[config.mk]
export PLATFORM = sky130hd
export DESIGN_NAME = cook_sequencer
export DESIGN_NICKNAME = d
export VERILOG_FILES = /design/src/rtl/cook_sequencer.sv
export SDC_FILE = /design/constraint.sdc
export NUM_CORES = 1
export LEC_CHECK = 0
export ABC_AREA = 1
export ABC_CLOCK_PERIOD_IN_PS = 1900
export BUFFER_PORTS_ARGS = -buffer_cell sky130_fd_sc_hd__buf_2
export CORE_MARGIN = 1.5
export CORE_UTILIZATION = 30
export CTS_CLUSTER_SIZE = 20
export DETAILED_ROUTE_END_ITERATION = 6
export PLACE_DENSITY_LB_ADDON = 0.1
export SKIP_LAST_GASP = 1
export SLEW_MARGIN = 20
export SYNTH_ARGS = -nofsm -noshare
export SYNTH_HDL_FRONTEND = slang
export SYNTH_SLANG_ARGS = --single-unit
[constraint.sdc]
create_clock -name clk -period 1.9 [get_ports clk]
set_clock_uncertainty 0.1 [all_clocks]
set_input_delay 0.19 -clock clk [delete_from_list [all_inputs] [get_ports clk]]
set_output_delay 0.19 -clock clk [all_outputs]
set_load 0.05 [all_outputs]
[src/rtl/cook_sequencer.sv]
// Microwave cook sequencer: assembles an MM:SS setpoint from keypad digits, counts it down
// on the 1 Hz tick and drives the magnetron enable, the done alarm and keypad gating.
module cook_sequencer #(
    parameter int SYNC_STAGES = 2,
    parameter int DONE_TICKS  = 3
) (
    input  logic       clk,
    input  logic       clearn,
    input  logic [3:0] d,
    input  logic       loadn,
    input  logic       pgt_1Hz,
    input  logic       startn,
    input  logic       stopn,
    input  logic       door_closed,
    output logic       enablen,
    output logic [3:0] min_tens,
    output logic [3:0] min_units,
    output logic [3:0] sec_tens,
    output logic [3:0] sec_units,
    output logic       mag_on,
    output logic       done
);

    typedef enum logic [1:0] {IDLE, COOKING, PAUSED, DONE} state_t;

    localparam logic [7:0] DONE_LAST = 8'(DONE_TICKS - 1);

    state_t state, state_nxt;

    logic [SYNC_STAGES-1:0] loadn_sync, tick_sync, startn_sync, stopn_sync, door_sync;
    logic loadn_prev, tick_prev, startn_prev, stopn_prev;
    logic key_evt, tick_evt, start_evt, stop_evt, door_s;

    logic [15:0] digits_q, digits_nxt, digits_dec;
    logic [7:0]  done_cnt, done_cnt_nxt;

    // One BCD tick off MM:SS; seconds tens wrap to 5, units to 9.
    function automatic logic [15:0] bcd_dec(input logic [15:0] v);
        logic [3:0] mt, mu, st, su;
        logic       borrow;
        {mt, mu, st, su} = v;
        borrow = (su == 4'd0);
        su     = borrow ? 4'd9 : su - 4'd1;
        if (borrow) begin
            borrow = (st == 4'd0);
            st     = borrow ? 4'd5 : st - 4'd1;
        end
        if (borrow) begin
            borrow = (mu == 4'd0);
            mu     = borrow ? 4'd9 : mu - 4'd1;
        end
        if (borrow) begin
            mt = mt - 4'd1;
        end
        return {mt, mu, st, su};
    endfunction

    // Synchronizer chains plus one extra flop per event input for edge detection
    always_ff @(posedge clk or negedge clearn) begin
        if (!clearn) begin
            loadn_sync  <= '1;
            tick_sync   <= '0;
            startn_sync <= '1;
            stopn_sync  <= '1;
            door_sync   <= '0;
            loadn_prev  <= 1'b1;
            tick_prev   <= 1'b0;
            startn_prev <= 1'b1;
            stopn_prev  <= 1'b1;
        end else begin
            loadn_sync  <= {loadn_sync[SYNC_STAGES-2:0], loadn};
            tick_sync   <= {tick_sync[SYNC_STAGES-2:0], pgt_1Hz};
            startn_sync <= {startn_sync[SYNC_STAGES-2:0], startn};
            stopn_sync  <= {stopn_sync[SYNC_STAGES-2:0], stopn};
            door_sync   <= {door_sync[SYNC_STAGES-2:0], door_closed};
            loadn_prev  <= loadn_sync[SYNC_STAGES-1];
            tick_prev   <= tick_sync[SYNC_STAGES-1];
            startn_prev <= startn_sync[SYNC_STAGES-1];
            stopn_prev  <= stopn_sync[SYNC_STAGES-1];
        end
    end

    assign key_evt    = loadn_prev & ~loadn_sync[SYNC_STAGES-1];
    assign tick_evt   = ~tick_prev & tick_sync[SYNC_STAGES-1];
    assign start_evt  = startn_prev & ~startn_sync[SYNC_STAGES-1];
    assign stop_evt   = stopn_prev & ~stopn_sync[SYNC_STAGES-1];
    assign door_s     = door_sync[SYNC_STAGES-1];
    assign digits_dec = bcd_dec(digits_q);

    always_ff @(posedge clk or negedge clearn) begin
        if (!clearn) begin
            state    <= IDLE;
            digits_q <= '0;
            done_cnt <= '0;
            mag_on   <= 1'b0;
            done     <= 1'b0;
            enablen  <= 1'b0;
        end else begin
            state    <= state_nxt;
            digits_q <= digits_nxt;
            done_cnt <= done_cnt_nxt;
            mag_on   <= (state_nxt == COOKING);
            done     <= (state_nxt == DONE);
            enablen  <= (state_nxt == COOKING) || (state_nxt == PAUSED);
        end
    end

    // Event priority: stop > door > start > tick > key
    always_comb begin
        state_nxt    = state;
        digits_nxt   = digits_q;
        done_cnt_nxt = done_cnt;
        unique case (state)
            IDLE: begin
                if (stop_evt) begin
                    digits_nxt = '0;
                end else if (start_evt) begin
                    if (door_s && (digits_q != '0)) state_nxt = COOKING;
                end else if (key_evt && (d <= 4'd9)) begin
                    digits_nxt = {digits_q[11:0], d};
                end
            end
            COOKING: begin
                if (stop_evt || !door_s) begin
                    state_nxt = PAUSED;
                end else if (tick_evt) begin
                    digits_nxt = digits_dec;
                    if (digits_dec == '0) begin
                        state_nxt    = DONE;
                        done_cnt_nxt = '0;
                    end
                end
            end
            PAUSED: begin
                if (stop_evt) begin
                    state_nxt  = IDLE;
                    digits_nxt = '0;
                end else if (start_evt && door_s) begin
                    state_nxt = COOKING;
                end
            end
            DONE: begin
                digits_nxt = '0;
                if (stop_evt || key_evt) begin
                    state_nxt = IDLE;
                end else if (tick_evt) begin
                    if (done_cnt == DONE_LAST) state_nxt = IDLE;
                    else                       done_cnt_nxt = done_cnt + 8'd1;
                end
            end
        endcase
    end

    assign {min_tens, min_units, sec_tens, sec_units} = digits_q;

endmodule

# Word level (Yosys, flattened, before mapping)
# Cells that the tools add are included.
[word_totals]
regBits = 43
input_bits = 11
out_inout_bits = 19
word_cells = 95
[classes]
add_sub_neg = 5
magnitude_cmp = 1
eq_ne = 16
muxes = 34
n_bitwise = 8
reduce_logical = 16
[op_table]
columns = ["cell", "n"]
rows = [
  ["16-bit 2-to-1 mux", 6],
  ["16-bit one-hot mux with 4 select lines", 1],
  ["8-bit 2-to-1 mux", 6],
  ["4-bit 2-to-1 mux", 6],
  ["2-bit 2-to-1 mux", 11],
  ["16-bit logical NOT", 1],
  ["8-bit one-hot mux with 2 select lines", 1],
  ["16-bit nonzero test", 1],
  ["4-bit by 1-bit subtractor with 4-bit output, second input constant", 4],
  ["2-bit inequality test, second input constant", 7],
  ["4-bit logical NOT", 3],
  ["8-bit by 1-bit adder with 8-bit output, second input constant", 1],
  ["2-bit == test, second input constant", 4],
  ["8-bit by 2-bit == test with 1-bit output, second input constant", 1],
  ["2-bit one-hot mux with 4 select lines", 1],
  ["7-bit AND reduction", 1],
  ["3-bit inequality test, second input constant", 2],
  ["5-bit AND reduction", 1],
  ["1-bit bitwise AND", 4],
  ["2-bit by 1-bit == test with 1-bit output, second input constant", 2],
  ["4-bit less-or-equal comparator, second input constant", 1],
  ["1-bit NOT", 4],
  ["1-bit logical AND", 3],
  ["1-bit logical OR", 3],
  ["4 further kinds", 5],
]

# Logic depth before layout (Yosys ltp)
[logic_depth]
depth_word = 11
ltp_mapped = 14

# Worst setup path after synthesis
# No wires, ideal clock.
[synth_timing]
kind = "reg-to-reg"
start = "reg digits_q[4]"
end = "reg enablen"
t_arrival_ns = 2.015
required_ns = 1.687
path_slack_ns = -0.328
stages_incl_launch_ff = 13
path_cell_list = "dfrtp_1 -> nor2_2 -> nand2_1 -> nor2_8 -> nand2_4 -> nand2_1 -> o21ai_1 -> nor2_2 -> nand4_1 -> nand2_1 -> inv_1 -> ha_1 -> inv_1"
[synth_between]
elab_chain_cells = 11
elab_cells_between_ends = 21
[synth_lines]
columns = ["element", "line_no", "text"]
rows = [
  ["from (decl)", "34", "logic [15:0] digits_q, digits_nxt, digits_dec;"],
  ["from (signal assigned)", "100", "digits_q <= digits_nxt;"],
  ["branches (longest 8 deep; another with 4-bit by 1-bit subtractor with 4-bit output)", "--", ""],
  ["2-bit one-hot mux with 4 select lines *", "113", "unique case (state)"],
  ["named net state_nxt[1]", "28", "state_t state, state_nxt;"],
  ["2-bit by 1-bit == test with 1-bit output or 2-bit == test (tied branches)", "104", "enablen <= (state_nxt == COOKING) || (state_nxt == PAUSED);"],
  ["1-bit logical OR *", "104", ""],
  ["to (signal assigned)", "104", ""],
  ["to (decl)", "15", "output logic enablen,"],
]
# Mark *: on every way through the listed nets, which the timed path passes.
# A chain may end at the register's enable or synchronous reset.

# Final worst setup path
[layout_timing]
start = "reg digits_q[3]"
end = "reg enablen"
[layout_between]
elab_chain_cells = 11
elab_cells_between_ends = 21
[layout_lines]
columns = ["element", "line_no"]
rows = [
  ["branches (longest 8 deep; another with 4-bit by 1-bit subtractor with 4-bit output)", "--"],
  ["2-bit one-hot mux with 4 select lines *", "113"],
  ["named net state_nxt[1]", "28"],
  ["2-bit by 1-bit == test with 1-bit output or 2-bit == test (tied branches)", "104"],
  ["1-bit logical OR *", "104"],
]
# Marks and branches as above.

==> impl_metrics.toml <==
[status]
status = "complete, but fails checks"
violations = "setup timing"

[layout]
area_delta_synth_final_pct = 43.8
instances_no_fill = 508
nNetsFinal = 421
diodes = 0
fill_cells = 746
ff_latch_area_um2 = 1100
drive_gt1_share_pct = 40.4
multi_input_area_um2 = 1250
fin_area_um2 = 3430

[synth]
yosysTopAreaCellShare_pct = 35.7
synthArstFlopShare_pct = 100
synth_edf_count = 0
synth.largest_area_cell = "dfrtp_1"
yosys_register_bits = 43
yosys-top-cells-area = "dfrtp_1, nand2_1, dfstp_2"
ys_types = 30
synth.most_common_cell = "nand2_1"
syn_avg_cell_area_um2 = 7.93
synth-seq-area-share_pct = 45.6
syn-num-nets = 317
synthFlopType = "dfrtp_1"
yosysWarnings = 0
ys_top_cells_by_count = "nand2_1, inv_1, nor2_1, dfrtp_1, nand3_1"
synth_area_um2 = 2390
syn_inst = 301

[setup_path]
path_depth = 12
crit_type = "reg -> reg"
worstPathCellList = "nor2_4 > nand2_4 > nor2_8 > nand2_4 > nand2_2 > o21ai_4 > nor2_4 > nand4_1 > nand2_1 > inv_2 > ha_4 > inv_2"
cp-end-kind = "flop"
worstPathRequired_ns = 2.00
path_buf_inv = 2
critical-path-slowest-cell = "dfrtp_2"
cp-start-kind = "flop"
rr_worst_depth = 12
reg2reg_setup_slack_ns = -0.12
path_delay_family = "simple AND/OR/NAND/NOR gates"
cp.arrival_ns = 2.12
cp_max_fo = 8
crit_path_max_incr_delay_ns = 0.42

[clocking]
clock_path_buffers = 2
htreeDepth = 2
clock_sinks = 43
clock_latency_ns = 0.29
root_buffer = "clkbuf_8"
cts.clk_slew.worst_paths_ns = 0.08
numCtsBuffers = 5
cts_tree = "yes"

[drt]
wl_per_cell_um = 12.1
drc = 0
drt_iter0_markers = 71
drt-total-wl_mm = 6.13
vias = 2291
firstDrtPassIters = 4
post_drt_via_cell_ratio = 4.51
drtAntennaViolNets = 0

[min_path]
hp-class = "in -> reg"
min_path_cells = 3

[floorplan]
pin_count = 30
die_h_um = 92.2
core_um2 = 7730
fp-row-count = 32
die_x_um = 92.2
initial_core_util_pct = 30.9
dieArea_um2 = 8500

[global_route]
antenna_found_initial = 0
grt_max_degree = 26
grt_pass1_vias = 2266
grt_usage_pct = 15.6
use_met3_pct = 2.65
gr-max-usage-layer = "met2"
grtUsageMet2_pct = 26.5
grt_pass1_wl_mm = 10.5
grtUsageMet1_pct = 20.4
grt-ovfl-total = 0

[placement]
dpl.hpwl_mm = 4.52
numPortBuffers = 29
dp.cells = 483
gp_congestion = 0.805
placed_area_um2 = 3080

[timing]
setup_ws_ns = -0.121
slew_viol_final = 0
final-setup-viol-count = 11
slew_headroom_pct = 74.6
min_period_ns = 2.02
rsz0062_at_grt = "yes"
finalCritPeriodShare_pct = 106
setup_tns_ns = -0.902
worst_pin_slew_ns = 0.380
timing.fmax_mhz = 495
hold_violations = 0

[power]
vdd_drop_max_v = 0.000381
p_total_mw = 5.41
p_leak_nw = 1.71
cellPowerDensity_nw_per_um2 = 1580

[flow_run]
drv_cap = 0
## state kept, by name, summed over array words and instances, names as in the netlist, 2 cells and up
| register | cells |
|---|---|
| tick_sync | 2 |
| digits_q | 16 |
| door_sync | 2 |
| stopn_sync | 2 |
| state | 2 |
| done_cnt | 8 |
| loadn_sync | 2 |
| startn_sync | 2 |
## final timing paths
check,startpoint,to
hold / removal,d[1],digits_q[1]
hold reg to reg,tick_sync[0],tick_sync[1]
setup / recovery,digits_q[3],enablen
setup reg to reg,digits_q[3],enablen
min in group asynchronous,clearn,digits_q[14]
max in group asynchronous,clearn,stopn_sync[1]
## routing by layer
| layer | wire length [um] | up-vias |
|---|---|---|
| li1 | - | 1190 |
| met1 | 2900 | 1060 |
| met3 | 180 | 9 |
| met2 | 2950 | 32 |
| met4 | 99 | 0 |
| met5 | 0 | - |
## cell type report
cell class / instances / area share, %
flip-flops and latches: 43 / 32.1
clock inverters: 1 / 0.146
inverters: 41 / 4.49
well taps: 102 / 3.72
multi-input cells: 213 / 36.4
repair buffers: 101 / 20.9
clock buffers: 7 / 2.22
## power breakdown
group	leakage [nW]	total (mW)	internal [mW]	switching [mW]
clock network	0.0422	0.561	0.258	0.303
registers	0.512	1.32	1.16	0.154
logic	1.16	3.53	1.35	2.17
total	1.71	5.41	2.78	2.63
## worst reg2reg max path, delay by kind of cell (launching register included)
kind,cells,cell delay (ns)
flops,1,0.42
fa+ha+maj,1,0.25
buf+inv,2,0.08
simple gates,8,1.00
compound gates,1,0.07
## layout by cell type, fill, tap and decap left out, drive strengths merged, types with 2 or more instances in the layout
cell and n:
a211oi 2, o21ai 16, ha 5, a22oi 10, a21oi 19, xnor2 2
nand3 26, dlygate4sd3 6, a31o 2, nor3 3, buf 95, dfrtp 34
inv 41, clkbuf 7, nor3b 2, xor2 4, dfstp 9, nand4 3
nor2 46, nand2 70
## per-stage QoR
stage / hold slack, ns / util (%) / setup slack, ns
2_1_floorplan: -0.206 / - / -0.154
3_5_place_dp: 0.0911 / 39.9 / -0.164
3_3_place_gp: 0.0858 / 39.9 / -0.131
6_report: 0.0955 / 44.4 / -0.121
4_1_cts: 0.0922 / 42.9 / -0.139
5_1_grt: 0.126 / 44.4 / -0.263
## cell families after synthesis
family,count (synthesis),share of synthesized area (%)
AOI/OAI and AO/OA,51,12.6
DFF,43,45.6
adders and majority gates,5,2.62
xor gates and xnor gates,6,2.20
buffers and inverters,46,7.60
and+or+nand+nor,150,29.4
## timing repair
item,in CTS,in global routing
hold buffers,6,0
endpoints found under the setup margin,11,23
buffers inserted,7,3
gates cloned,1,0
resized for setup,8,26
pin swaps,18,12
endpoints found under the hold margin,39,0
Power figures use the tool's default switching activity.
